--- config.mk ---
export PLATFORM = sky130hd
export DESIGN_NAME = vrams_arbiter
export DESIGN_NICKNAME = d
export VERILOG_FILES = /design/src/rtl/vga_pkg.sv /design/src/rtl/vrams_fill_fsm.sv /design/src/rtl/vrams_arbiter.sv
export SDC_FILE = /design/constraint.sdc
export NUM_CORES = 1
export LEC_CHECK = 0
export CAP_MARGIN = 20
export CORE_ASPECT_RATIO = 2
export CORE_MARGIN = 3
export CORE_UTILIZATION = 42
export CTS_CLUSTER_DIAMETER = 50
export DETAILED_ROUTE_END_ITERATION = 10
export PLACE_DENSITY = 0.72
export SYNTH_ARGS = -nofsm -noshare
export SYNTH_HDL_FRONTEND = slang
export SYNTH_SLANG_ARGS = --single-unit
--- constraint.sdc ---
create_clock -name clk -period 1.85 [get_ports clk]
set_input_delay 0.185 -clock clk [delete_from_list [all_inputs] [get_ports clk]]
set_output_delay 0.185 -clock clk [all_outputs]
set_load 0.1 [all_outputs]
--- src/rtl/vga_pkg.sv ---
// Shared constants and types for the VRAMS write-port arbiter and fill engine.
package vga_pkg;
    localparam int DEPTH  = 48;
    localparam int DATA_W = 16;
    localparam int ADDR_W = 6;
    localparam int CPU_AW = 9;

    localparam logic [ADDR_W-1:0] DEPTH_A = ADDR_W'(DEPTH);
    localparam logic [ADDR_W-1:0] LAST_A  = ADDR_W'(DEPTH - 1);
    localparam logic [CPU_AW-1:0] DEPTH_C = CPU_AW'(DEPTH);

    typedef enum logic [1:0] {IDLE, RUN, DONE} fill_state_e;
    typedef enum logic {GNT_CPU, GNT_FILL} grant_e;

    // Next tile index, wrapping at the end of the RAM.
    function automatic logic [ADDR_W-1:0] wrap_inc(input logic [ADDR_W-1:0] a);
        return (a == LAST_A) ? '0 : a + ADDR_W'(1);
    endfunction
endpackage

--- src/rtl/vrams_fill_fsm.sv ---
// Fill engine: walks a run of tiles, asking the arbiter for one write slot per tile.
module vrams_fill_fsm
    import vga_pkg::*;
(
    input  logic              clk,
    input  logic              rst,
    input  logic              start_i,
    input  logic [ADDR_W-1:0] base_i,
    input  logic [ADDR_W-1:0] len_i,
    input  logic [DATA_W-1:0] value_i,
    input  logic              gnt_i,
    output logic              req_o,
    output logic [ADDR_W-1:0] addr_o,
    output logic [DATA_W-1:0] data_o,
    output logic              busy_o,
    output logic              done_o
);
    fill_state_e       state_q, state_d;
    logic [ADDR_W-1:0] cur_q, cur_d;
    logic [ADDR_W-1:0] rem_q, rem_d;
    logic [DATA_W-1:0] val_q, val_d;
    logic              zdone_q, zdone_d;   // done pulse for a zero-length request
    logic [ADDR_W-1:0] base_m, len_c;

    // Normalise the request: base reduced modulo DEPTH, length clamped to DEPTH.
    assign base_m = (base_i >= DEPTH_A) ? base_i - DEPTH_A : base_i;
    assign len_c  = (len_i > DEPTH_A) ? DEPTH_A : len_i;

    // Next state: start only from IDLE, advance one tile per granted slot.
    always_comb begin
        state_d = state_q;
        cur_d   = cur_q;
        rem_d   = rem_q;
        val_d   = val_q;
        zdone_d = 1'b0;
        unique case (state_q)
            IDLE: begin
                if (start_i) begin
                    if (len_c != '0) begin
                        state_d = RUN;
                        cur_d   = base_m;
                        rem_d   = len_c;
                        val_d   = value_i;
                    end else begin
                        zdone_d = 1'b1;
                    end
                end
            end
            RUN: begin
                if (gnt_i) begin
                    cur_d = wrap_inc(cur_q);
                    rem_d = rem_q - ADDR_W'(1);
                    if (rem_q == ADDR_W'(1)) state_d = DONE;
                end
            end
            DONE:    state_d = IDLE;
            default: state_d = IDLE;
        endcase
    end

    // State and counter registers.
    always_ff @(posedge clk) begin
        if (rst) begin
            state_q <= IDLE;
            cur_q   <= '0;
            rem_q   <= '0;
            val_q   <= '0;
            zdone_q <= 1'b0;
        end else begin
            state_q <= state_d;
            cur_q   <= cur_d;
            rem_q   <= rem_d;
            val_q   <= val_d;
            zdone_q <= zdone_d;
        end
    end

    assign req_o  = (state_q == RUN);
    assign addr_o = cur_q;
    assign data_o = val_q;
    assign busy_o = (state_q != IDLE);
    assign done_o = (state_q == DONE) || zdone_q;
endmodule

--- src/rtl/vrams_arbiter.sv ---
// VRAMS write-port arbiter: one-entry CPU store buffer, round-robin against the fill engine.
module vrams_arbiter
    import vga_pkg::*;
(
    input  logic              clk,
    input  logic              rst,
    input  logic              cpu_we,
    input  logic [CPU_AW-1:0] cpu_addr,
    input  logic [DATA_W-1:0] cpu_data,
    input  logic              fill_start,
    input  logic [ADDR_W-1:0] fill_base,
    input  logic [ADDR_W-1:0] fill_len,
    input  logic [DATA_W-1:0] fill_value,
    output logic              fill_busy,
    output logic              fill_done,
    output logic              mem_we,
    output logic [ADDR_W-1:0] mem_addr,
    output logic [DATA_W-1:0] mem_data,
    output logic              err_ovf,
    output logic              err_addr,
    input  logic              err_clr
);
    logic              buf_vld_q, buf_vld_d;
    logic [ADDR_W-1:0] buf_addr_q, buf_addr_d;
    logic [DATA_W-1:0] buf_data_q, buf_data_d;
    grant_e            last_q;
    logic              mem_we_q, ovf_q, aerr_q, ovf_set;
    logic [ADDR_W-1:0] mem_addr_q;
    logic [DATA_W-1:0] mem_data_q;

    logic              legal_we, bad_we, cpu_req, gnt_cpu, gnt_fill;
    logic [ADDR_W-1:0] cpu_a, fill_a;
    logic [DATA_W-1:0] cpu_d, fill_d;
    logic              fill_req;

    vrams_fill_fsm u_fsm (
        .clk     (clk),
        .rst     (rst),
        .start_i (fill_start),
        .base_i  (fill_base),
        .len_i   (fill_len),
        .value_i (fill_value),
        .gnt_i   (gnt_fill),
        .req_o   (fill_req),
        .addr_o  (fill_a),
        .data_o  (fill_d),
        .busy_o  (fill_busy),
        .done_o  (fill_done)
    );

    assign legal_we = cpu_we && (cpu_addr < DEPTH_C);
    assign bad_we   = cpu_we && (cpu_addr >= DEPTH_C);

    // An empty buffer is bypassed so an uncontended store reaches the RAM one cycle later.
    assign cpu_req = buf_vld_q || legal_we;
    assign cpu_a   = buf_vld_q ? buf_addr_q : cpu_addr[ADDR_W-1:0];
    assign cpu_d   = buf_vld_q ? buf_data_q : cpu_data;

    // Round-robin: on contention the CPU wins only if the fill had the previous slot.
    assign gnt_cpu  = cpu_req && (!fill_req || last_q == GNT_FILL);
    assign gnt_fill = fill_req && !gnt_cpu;

    // Buffer refill/hold/drop decision.
    always_comb begin
        buf_vld_d  = buf_vld_q;
        buf_addr_d = buf_addr_q;
        buf_data_d = buf_data_q;
        ovf_set    = 1'b0;
        if (gnt_cpu) begin
            // Buffered entry drains; a same-cycle store takes its place.
            if (buf_vld_q) begin
                buf_vld_d  = legal_we;
                buf_addr_d = cpu_addr[ADDR_W-1:0];
                buf_data_d = cpu_data;
            end
        end else if (legal_we) begin
            if (buf_vld_q) begin
                ovf_set = 1'b1;
            end else begin
                buf_vld_d  = 1'b1;
                buf_addr_d = cpu_addr[ADDR_W-1:0];
                buf_data_d = cpu_data;
            end
        end
    end

    // Buffer, grant history, registered RAM port and sticky error flags.
    always_ff @(posedge clk) begin
        if (rst) begin
            buf_vld_q  <= 1'b0;
            buf_addr_q <= '0;
            buf_data_q <= '0;
            last_q     <= GNT_FILL;
            mem_we_q   <= 1'b0;
            mem_addr_q <= '0;
            mem_data_q <= '0;
            ovf_q      <= 1'b0;
            aerr_q     <= 1'b0;
        end else begin
            buf_vld_q  <= buf_vld_d;
            buf_addr_q <= buf_addr_d;
            buf_data_q <= buf_data_d;
            mem_we_q   <= gnt_cpu || gnt_fill;
            if (gnt_cpu) begin
                last_q     <= GNT_CPU;
                mem_addr_q <= cpu_a;
                mem_data_q <= cpu_d;
            end else if (gnt_fill) begin
                last_q     <= GNT_FILL;
                mem_addr_q <= fill_a;
                mem_data_q <= fill_d;
            end
            ovf_q  <= ovf_set || (ovf_q && !err_clr);
            aerr_q <= bad_we  || (aerr_q && !err_clr);
        end
    end

    assign mem_we   = mem_we_q;
    assign mem_addr = mem_addr_q;
    assign mem_data = mem_data_q;
    assign err_ovf  = ovf_q;
    assign err_addr = aerr_q;
endmodule

==> flow_metrics.env, run 1 <==
export IMPL_synth_avg_cell_area_um2=7.965
export IMPL_first_pass_iters=4
export IMPL_setup_viol=0
export IMPL_max_slew_margin_rel_pct=69.17
export IMPL_worst_setup_path_start_kind="input port"
export IMPL_rows=51
export IMPL_p_sw_uw=1411
export IMPL_clkTransAtPathRegs_ns=0.06
export IMPL_async_flop_share_pct=0
export IMPL_grt_ovfl_total=0
export IMPL_min_period_ns=1.813
export IMPL_die_h_um=147.5
export IMPL_wl_per_cell_um=16.69
export IMPL_grt_max_degree=61
export IMPL_numCtsBuffers=9
export IMPL_synth_edf_count=0
export IMPL_power_share_clock_pct=37.5
export IMPL_combPwrFrac_pct=21.8
export IMPL_drive_gt1_share_pct=17.01
export IMPL_io_pins=85
export IMPL_finalClockSkew_ns=0.006195
export IMPL_nets=679
export IMPL_max_cap_violations=0
export IMPL_hold_path_class="input port to register"
export IMPL_tightest_slew_ns=0.4508
export IMPL_final_cell_count_no_fill=755
export IMPL_critPathMaxFanout=8
export IMPL_finalPower_uw=4670
export IMPL_detail_route_iter0_violations=177
export IMPL_synthCells=528
export IMPL_clockBufferDepth=2
export IMPL_end_kind="register"
export IMPL_ys_seq_area_share_pct=38.08
export IMPL_yosys_warnings=0
export IMPL_place_congestion=0.8818
export IMPL_antenna_found_initial=0
export IMPL_grt_usage_pct=22.37
export IMPL_route_antenna_remaining_nets=0
export IMPL_num_antenna_cells=0
export IMPL_p_int_uw=3259
export IMPL_dpl_cell_count=736
export IMPL_vias=4313
export IMPL_htreeDepth=3
export IMPL_syn2layout_area_growth_pct=35.35
export IMPL_syn_area_um2=4205
export IMPL_crit_arrival_ns=2.01
export IMPL_initial_core_util_pct=43.07
export IMPL_grt_pass1_vias=4273
export IMPL_cts_root_buf="clkbuf_16"
export IMPL_cts_sinks=80
export IMPL_cts_tree="done"
export IMPL_hold_viol_final=0
export IMPL_required_ns=2.05
export IMPL_dieArea_um2=11320
export IMPL_drv_slew=0
export IMPL_drc=0
export IMPL_critical_path_class="input port to register"
export IMPL_p_leak_uw=0.002232
export IMPL_ir_drop_mv=0.7014
export IMPL_yosys_most_used_dff="dfxtp_1"
export IMPL_finalWirelength_um=12600
export IMPL_design_core_area_um2=9763
export IMPL_grt_pass1_wl_um=20790
export IMPL_yosysUniqueCellTypes=48
export IMPL_routed_via_density=5.713
export IMPL_swShare_pct=30.21
export IMPL_ys_ff_latch=80
export IMPL_status="finished, final reports clean"
export IMPL_powerDensity_nw_per_um2=820.5
export IMPL_rsz0062_at_grt="yes"
export IMPL_die_w_um=76.76
export IMPL_hpwlAfterDp_um=8722
export IMPL_portBuffers=84
export IMPL_seqPwrFrac_pct=40.7
export IMPL_syn_nets=589
export IMPL_max_freq_mhz=551.5
export IMPL_fin_crit_sh_pct=98.01
export IMPL_worstSkewPairLatency_ns=0.33
==> cells in the final DEF (no fill, tap or decap), types with 4 or more instances in the layout <==
| master | instances |
|---|---|
| a2111oi_0 | 14 |
| a2111oi_1 | 5 |
| a211oi_1 | 7 |
| a21oi_1 | 20 |
| a311oi_1 | 25 |
| and3_1 | 29 |
| buf_12 | 8 |
| buf_4 | 61 |
| clkbuf_16 | 9 |
| clkdlybuf4s50_1 | 56 |
| dfxtp_1 | 78 |
| inv_1 | 4 |
| mux2i_1 | 16 |
| nand2_1 | 97 |
| nand3_1 | 7 |
| nor2_1 | 28 |
| nor2b_1 | 23 |
| nor3_1 | 49 |
| nor4_1 | 24 |
==> path summary, 6_finish.rpt <==
check	from	to	slack (ns)	cells after the start
min	rst	last_q$_SDFFE_PP1P_	0.19	3
max reg2reg	u_fsm.state_q[1]$_SDFFE_PP0P_	u_fsm.data_o[6]$_SDFFE_PP0P_	0.16	5
max	cpu_addr[5]	mem_addr[0]$_SDFFE_PP0P_	0.04	6
min reg2reg	u_fsm.rem_q[5]$_SDFFE_PP0P_	u_fsm.rem_q[5]$_SDFFE_PP0P_	0.47	2
==> state kept, by name (all words and copies together), names as in the netlist <==
name           cells
buf_data_q        16
mem_data          16
u_fsm.data_o      16
buf_addr_q         6
mem_addr           6
u_fsm.addr_o       6
u_fsm.rem_q        6
u_fsm.state_q      2
buf_vld_q          1
err_addr           1
err_ovf            1
last_q             1
mem_we             1
u_fsm.zdone_q      1
==> worst max-delay path, stage by stage <==
cell,delay (ns)
clkdlybuf4s50_1,0.51
a2111oi_4,0.38
a21oi_2,0.19
buf_4,0.20
a2111oi_0,0.43
a311oi_1,0.11
==> power groups by stage <==
| stage | sequential, uW | combinational (uW) | clock [uW] |
|---|---|---|---|
| floorplan | 2140 | 412 | 0 |
| global placement | 1930 | 995 | 0 |
| detailed placement | 1940 | 1010 | 0 |
| CTS | 1900 | 1010 | 1780 |
| global route | 1910 | 1090 | 1850 |
| finish | 1900 | 1020 | 1750 |
==> routing by layer <==
metal / share of wire, % / global-route usage (%) / wire, um / vias to the layer above
met5: 0 / 0 / 0 / -
met4: 1.9 / 8.711 / 240 / 0
met3: 4.9 / 3.415 / 612 / 14
met2: 55 / 41.00 / 6935 / 132
met1: 38 / 25.62 / 4815 / 2056
li1: - / - / - / 2111
==> repair_timing <==
| item | 4_1_cts | 5_1_grt |
|---|---|---|
| setup buffers | 2 | 1 |
| setup endpoints to repair | 2 | 45 |
| gates cloned | 0 | 0 |
| resized for setup | 1 | 18 |
| hold buffers | 0 | 0 |
| pin swaps | 0 | 10 |
==> cells in the mapped netlist, types with 2 or more instances <==
library cell	instances	area (um^2)
a31oi_1	2	12.51
clkbuf_1	34	127.6
nor2_1	28	105.1
buf_2	10	50.05
nor4_1	25	156.4
dfxtp_1	80	1602
o21ai_0	2	10.01
a311oi_1	25	219.0
or3b_2	2	17.52
nor3_1	50	250.2
nor2b_1	24	150.1
a21oi_1	20	100.1
mux2i_1	16	160.2
a211oi_1	7	52.55
a32o_1	2	20.02
ha_1	3	37.54
nand2_1	97	364.1
and3_1	29	181.4
and2_1	2	12.51
o32ai_1	3	26.28
buf_6	2	22.52
a2111oi_0	22	192.7
nor3b_1	4	30.03
nand2b_1	3	18.77
buf_8	2	30.03
nand3_1	7	35.03
inv_1	4	15.01
a21oi_2	2	17.52
and4_1	2	17.52
==> per-stage QoR <==
stage	setup WS (ns)	hold WS (ns)	instance area (um^2)	TNS (ns)	utilization, %
6_report	0.03690	0.1923	5692	0	58.30
5_1_grt	-0.006946	0.2273	5692	-0.009476	58.30
4_1_cts	0.01115	0.1924	5628	0	57.64
3_5_place_dp	-0.3588	0.4619	5324	-14.86	54.53
3_3_place_gp	-0.3745	0.4508	5324	-12.25	54.53
2_1_floorplan	0.1339	0.3322	4205	0	-
==> cell type report <==
class | count | area (um^2)
fillers | 893 | 4071
flip-flops and latches | 80 | 1609
well taps | 132 | 165.2
inverters | 4 | 15.01
multi-input cells | 394 | 2397
repair buffers | 129 | 1217
clock buffers | 10 | 229.0
clock inverters | 6 | 58.81
==> kinds of logic (layout without fill, tap and decap cells) <==
family	Yosys count	count (layout)	share of synthesized area, %
simple gates	278	278	32.67
compound gates	94	94	17.67
flops	80	80	38.08
buf+inv	54	149	6.189
mux	17	17	4.076
fa+ha+maj	3	3	0.8927
xor+xnor	2	2	0.4166
Power figures use the tool's default switching activity.
==> run 2: changes to the inputs <==
Settings changed: ABC_CLOCK_PERIOD_IN_PS from default to 1850, GPL_TIMING_DRIVEN from default to 0.
==> run 2 against run 1 <==
Against the previous run: the flow now finishes with violations (negative setup slack); setup slack worse by 0.039 ns; combinational power hardly changed; first-iteration DRC count is 100% higher; global-route usage is 3.2 points higher; register-to-register slack worse by 0.13 ns; via count is 6.7% higher; utilization is 1.1 points higher; clock skew hardly changed; critical path depth is 2 higher; count of clock-buffer cells in the layout is 3 higher; sequential power hardly changed; cell count is 1.1% higher; largest cell class unchanged; largest power group is now clock.
==> flow_metrics.env, run 2 (synthesis results as in run 1) <==
export IMPL_n_fill_cell=854
export IMPL_drv_slew=0
export IMPL_finalWirelength_um=14690
export IMPL_grt_pass1_vias=4684
export IMPL_io_pins=85
export IMPL_ir_drop_mv=0.6005
export IMPL_timing_hold_ws_ns=0.3658
export IMPL_max_slew_margin_rel_pct=35.33
export IMPL_cts_sinks=80
export IMPL_die_w_um=76.76
export IMPL_design_core_area_um2=9763
export IMPL_violations="negative setup slack"
export IMPL_max_freq_mhz=540.0
export IMPL_worstSkewPairLatency_ns=0.34
export IMPL_end_kind="register"
export IMPL_vias=4603
export IMPL_worst_setup_path_start_kind="input port"
export IMPL_final_cell_mix="97 x nand2_1, 79 x dfxtp_1, 54 x clkdlybuf4s50_1, 50 x nor3_1, 28 x and3_1"
export IMPL_critical_path_class="input port to register"
export IMPL_ctsHoldBuffers=0
export IMPL_portBuffers=83
export IMPL_hold_path_class="input port to register"
export IMPL_initial_core_util_pct=43.07
export IMPL_finalClockSkew_ns=0.005720
export IMPL_final_util_pct=59.43
export IMPL_drive_gt1_share_pct=13.31
export IMPL_setup_ws_ns=-0.002024
export IMPL_layout_commonest_cell="nand2_1"
export IMPL_clkTransAtPathRegs_ns=0.06
export IMPL_rsz0062_at_grt="yes"
export IMPL_setup_viol=1
export IMPL_fin_crit_sh_pct=100.1
export IMPL_cts_root_buf="clkbuf_16"
export IMPL_nets=687
export IMPL_hold_viol_final=0
export IMPL_grt_pass1_wl_um=22910
export IMPL_routed_via_density=6.033
export IMPL_syn2layout_area_growth_pct=37.96
export IMPL_numCtsBuffers=9
export IMPL_place_congestion=0.9539
export IMPL_rows=51
export IMPL_multi_input_area_um2=2569
export IMPL_drc=0
export IMPL_register_area_um2=1603
export IMPL_dieArea_um2=11320
export IMPL_whs_path_depth=3
export IMPL_grt_ovfl_total=0
export IMPL_antenna_found_initial=0
export IMPL_grt_usage_pct=25.56
export IMPL_required_ns=2.09
export IMPL_num_antenna_cells=0
export IMPL_crit_arrival_ns=2.09
export IMPL_powerDensity_nw_per_um2=835.1
export IMPL_htreeDepth=3
export IMPL_max_cap_violations=0
export IMPL_fin_setup_tns_ns=-0.002024
export IMPL_tightest_slew_ns=0.9739
export IMPL_min_period_ns=1.852
export IMPL_cts_tree="done"
export IMPL_hpwlAfterDp_um=10360
export IMPL_wl_per_cell_um=19.26
export IMPL_status="finished, violations left"
export IMPL_grt_max_degree=20
export IMPL_first_pass_iters=4
export IMPL_p_leak_uw=0.002264
export IMPL_die_h_um=147.5
export IMPL_r2r_cells=6
export IMPL_clockBufferDepth=2
export IMPL_detail_route_iter0_violations=355
export IMPL_critPathMaxFanout=10
export IMPL_route_antenna_remaining_nets=0
-- run 2: changes by cell type in the layout (fill, tap and decap cells not counted), moves of 4 or more --
cell           change
a2111oi_4          +4
clkbuf_2           +7
dlygate4sd2_1     +27
a2111oi_2          +8
clkbuf_1          +21
a2111oi_0         -10
buf_2              +7
buf_4             -52
clkbuf_4           +5
buf_12             -7
-- run 2: through the flow --
| step | area, um^2 | power, uW | std cells | setup slack [ns] |
|---|---|---|---|---|
| finish | 5802 | 4845 | 763 | -0.002024 |
| global route | 5802 | 5003 | 763 | -0.07538 |
| CTS | 5569 | 4801 | 760 | 0.002284 |
| detailed placement | 5201 | 2904 | 743 | -0.9682 |
| global placement | 5201 | 2886 | 743 | -0.9561 |
| floorplan | 4205 | 2548 | 528 | 0.1339 |
-- run 2: per-layer routing --
layer | vias up | share of wire [%] | global-route usage, %
met5 | - | 0 | 0
met4 | 0 | 4.4 | 17.42
li1 | 2137 | - | -
met3 | 51 | 5.4 | 4.085
met1 | 2192 | 35 | 26.22
met2 | 223 | 55 | 46.59
-- run 2: area by class of cell --
| cell class | instances | share of cell area, % |
|---|---|---|
| clock buffers | 13 | 4.313 |
| well taps | 132 | 2.847 |
| inverters | 4 | 0.2588 |
| clock inverters | 3 | 1.121 |
| plain buffers | 49 | 5.133 |
| flip-flops and latches | 80 | 27.63 |
| repair buffers | 88 | 14.43 |
| multi-input cells | 394 | 44.27 |
-- run 2: worst paths after layout --
kind | endpoint | slack [ns] | startpoint
max | buf_data_q[7]$_SDFFE_PP0P_ | -0.002 | cpu_addr[7]
min | last_q$_SDFFE_PP1P_ | 0.37 | rst
max reg2reg | buf_data_q[12]$_SDFFE_PP0P_ | 0.03 | last_q$_SDFFE_PP1P_
min reg2reg | err_addr$_SDFF_PP0_ | 0.48 | err_addr$_SDFF_PP0_
-- run 2: power by group --
part	leakage, uW	internal [uW]	switching (uW)	total [uW]
sequential	0.000653	1820	77.7	1900
clock	0.000154	1220	708	1930
combinational	0.00146	363	660	1020
total	0.00226	3400	1450	4850
-- run 2: critical path: stages --
cell,delay [ns]
clkdlybuf4s50_1,0.44
a2111oi_4,0.42
buf_4,0.23
and3_1,0.19
buf_6,0.14
buf_8,0.13
nor3_1,0.06
nor4_1,0.29
-- run 2: repair_timing --
action	in CTS	in global routing
pin swaps	1	18
setup endpoints to repair	90	59
resized for setup	55	81
endpoints found under the hold margin	0	0
setup buffers	2	3
==> run 3: changes to the inputs <==
Settings changed: CELL_PAD_IN_SITES_DETAIL_PLACEMENT from default to 2, CELL_PAD_IN_SITES_GLOBAL_PLACEMENT from default to 2, CORE_UTILIZATION 42 to 30, PLACE_DENSITY 0.72 to 0.85, SLEW_MARGIN from default to 20.
==> run 3 against run 2 <==
Against the previous run: the run still ends with negative setup slack left; sequential power barely moved; utilization is 14 points lower; first-iteration DRC count shrank 7.3%; sequential cell count unchanged; via count increased by 7.1%; count of clock-buffer cells in the layout fell by 4; die area rose by 37%.
==> flow_metrics.env, run 3 (synthesis results as in run 1) <==
export IMPL_max_freq_mhz=537.1
export IMPL_initial_core_util_pct=30.95
export IMPL_grt_max_degree=17
export IMPL_fin_crit_sh_pct=100.6
export IMPL_status="finished, violations left"
export IMPL_fin_area_um2=6211
export IMPL_htreeDepth=3
export IMPL_finalWirelength_um=22300
export IMPL_register_area_um2=1604
export IMPL_drv_slew=0
export IMPL_ctsHoldBuffers=0
export IMPL_final_cell_mix="97 x nand2_1, 78 x dfxtp_1, 51 x clkdlybuf4s50_1, 48 x nor3_1"
export IMPL_routed_via_density=5.996
export IMPL_rows=60
export IMPL_cts_root_buf="clkbuf_16"
export IMPL_dpl_cell_count=797
export IMPL_num_antenna_cells=0
export IMPL_portBuffers=83
export IMPL_p_leak_uw=0.002386
export IMPL_max_slew_margin_rel_pct=34.09
export IMPL_layout_commonest_cell="nand2_1"
export IMPL_clkTransAtPathRegs_ns=0.08
export IMPL_n_fill_cell=1451
export IMPL_multi_input_area_um2=2779
export IMPL_finalClockSkew_ns=0.02149
export IMPL_die_w_um=89.72
export IMPL_syn2layout_area_growth_pct=47.69
export IMPL_grt_pass1_vias=5618
export IMPL_tightest_slew_ns=0.9926
export IMPL_antenna_found_initial=0
export IMPL_hpwlAfterDp_um=14340
export IMPL_preCtsSetupSlack_ns=-1.289
export IMPL_drc=0
export IMPL_worstSkewPairLatency_ns=0.36
export IMPL_detail_route_iter0_violations=329
export IMPL_max_cap_violations=0
export IMPL_setup_viol=1
export IMPL_ir_drop_mv=0.5830
export IMPL_crit_arrival_ns=2.06
export IMPL_final_util_pct=45.71
export IMPL_powerDensity_nw_per_um2=826.5
export IMPL_hold_path_class="input port to register"
export IMPL_route_antenna_remaining_nets=0
export IMPL_dieArea_um2=15560
export IMPL_required_ns=2.05
export IMPL_cts_tree="done"
export IMPL_fin_setup_tns_ns=-0.01183
export IMPL_critical_path_class="register to register"
export IMPL_grt_pass1_wl_um=33570
export IMPL_io_pins=85
export IMPL_grt_usage_pct=28.04
export IMPL_setup_worst_path_start="buf_vld_q$_SDFFE_PP0P_"
export IMPL_min_from="cpu_addr[5]"
export IMPL_violations="negative setup slack"
export IMPL_grt_ovfl_total=0
export IMPL_critPathMaxFanout=10
export IMPL_design_core_area_um2=13590
export IMPL_hold_viol_final=0
export IMPL_worst_setup_path_start_kind="register"
export IMPL_place_congestion=0.8793
export IMPL_vias=4929
export IMPL_worstReg2RegStart="buf_vld_q$_SDFFE_PP0P_"
export IMPL_wl_per_cell_um=27.13
export IMPL_final_cell_count_no_fill=822
export IMPL_min_period_ns=1.862
export IMPL_nets=692
export IMPL_clockBufferDepth=2
export IMPL_setup_ws_ns=-0.01183
export IMPL_end_kind="register"
export IMPL_drive_gt1_share_pct=18.40
export IMPL_die_h_um=173.4
export IMPL_cts_sinks=80
export IMPL_place_area_um2=5274
export IMPL_numCtsBuffers=9
export IMPL_first_pass_iters=5
## run 3: cell count changes in the layout (fill, tap and decap cells not counted), moves of 4 or more
cell       before  now
clkbuf_4        5   10
nor4_1         24   20
clkbuf_1       22   11
clkbuf_2        7   13
a2111oi_0       4    0
a2111oi_4       5   14
## run 3: stage by stage
step,hold WS [ns],total power (uW)
2_1_floorplan,0.3322,2548
3_3_place_gp,0.4613,2921
3_5_place_dp,0.4630,2959
4_1_cts,0.4344,5060
5_1_grt,0.3622,5298
6_report,0.3134,5133
## run 3: final timing paths
path / cells after the start / slack, ns / endpoint
max: 3 / -0.01 / mem_data[2]$_SDFFE_PP0P_
min: 3 / 0.31 / buf_addr_q[5]$_SDFFE_PP0P_
max reg2reg: 3 / -0.01 / mem_data[2]$_SDFFE_PP0P_
min reg2reg: 2 / 0.48 / u_fsm.rem_q[5]$_SDFFE_PP0P_
## run 3: timing repair
action / 4_1_cts / 5_1_grt
setup endpoints to repair: 101 / 60
buffers inserted: 7 / 3
gates resized for setup: 127 / 58
cloned: 2 / 0
hold endpoints to repair: 0 / 0
pin swaps: 12 / 7
## run 3: where the power goes
part | internal [uW] | total, uW | leakage [uW] | switching, uW
clock | 1220 | 2120 | 0.000165 | 897
combinational | 379 | 1100 | 0.00157 | 722
sequential | 1820 | 1920 | 0.000653 | 101
total | 3410 | 5130 | 0.00239 | 1720
## run 3: critical path, cell delays in order, from the launching register on
cell	delay (ns)
dfxtp_1	0.45
clkbuf_2	0.39
a2111oi_2	0.75
a311oi_1	0.11
## run 3: final cells by class
cell class | count | area share, %
timing repair buffer | 94 | 14.71
tap | 186 | 3.747
clock inverter | 7 | 1.753
multi-input combinational | 394 | 44.74
inverter | 4 | 0.2417
sequential | 80 | 25.83
clock buffer | 9 | 3.626
buffer | 48 | 5.359
## run 3: routing by layer
layer | vias up | part of all wire, % | global-route usage (%)
li1 | 2154 | - | -
met1 | 2524 | 34 | 27.16
met2 | 177 | 56 | 53.05
met3 | 74 | 3.3 | 3.692
met4 | 0 | 6.6 | 20.67
met5 | - | 0 | 0
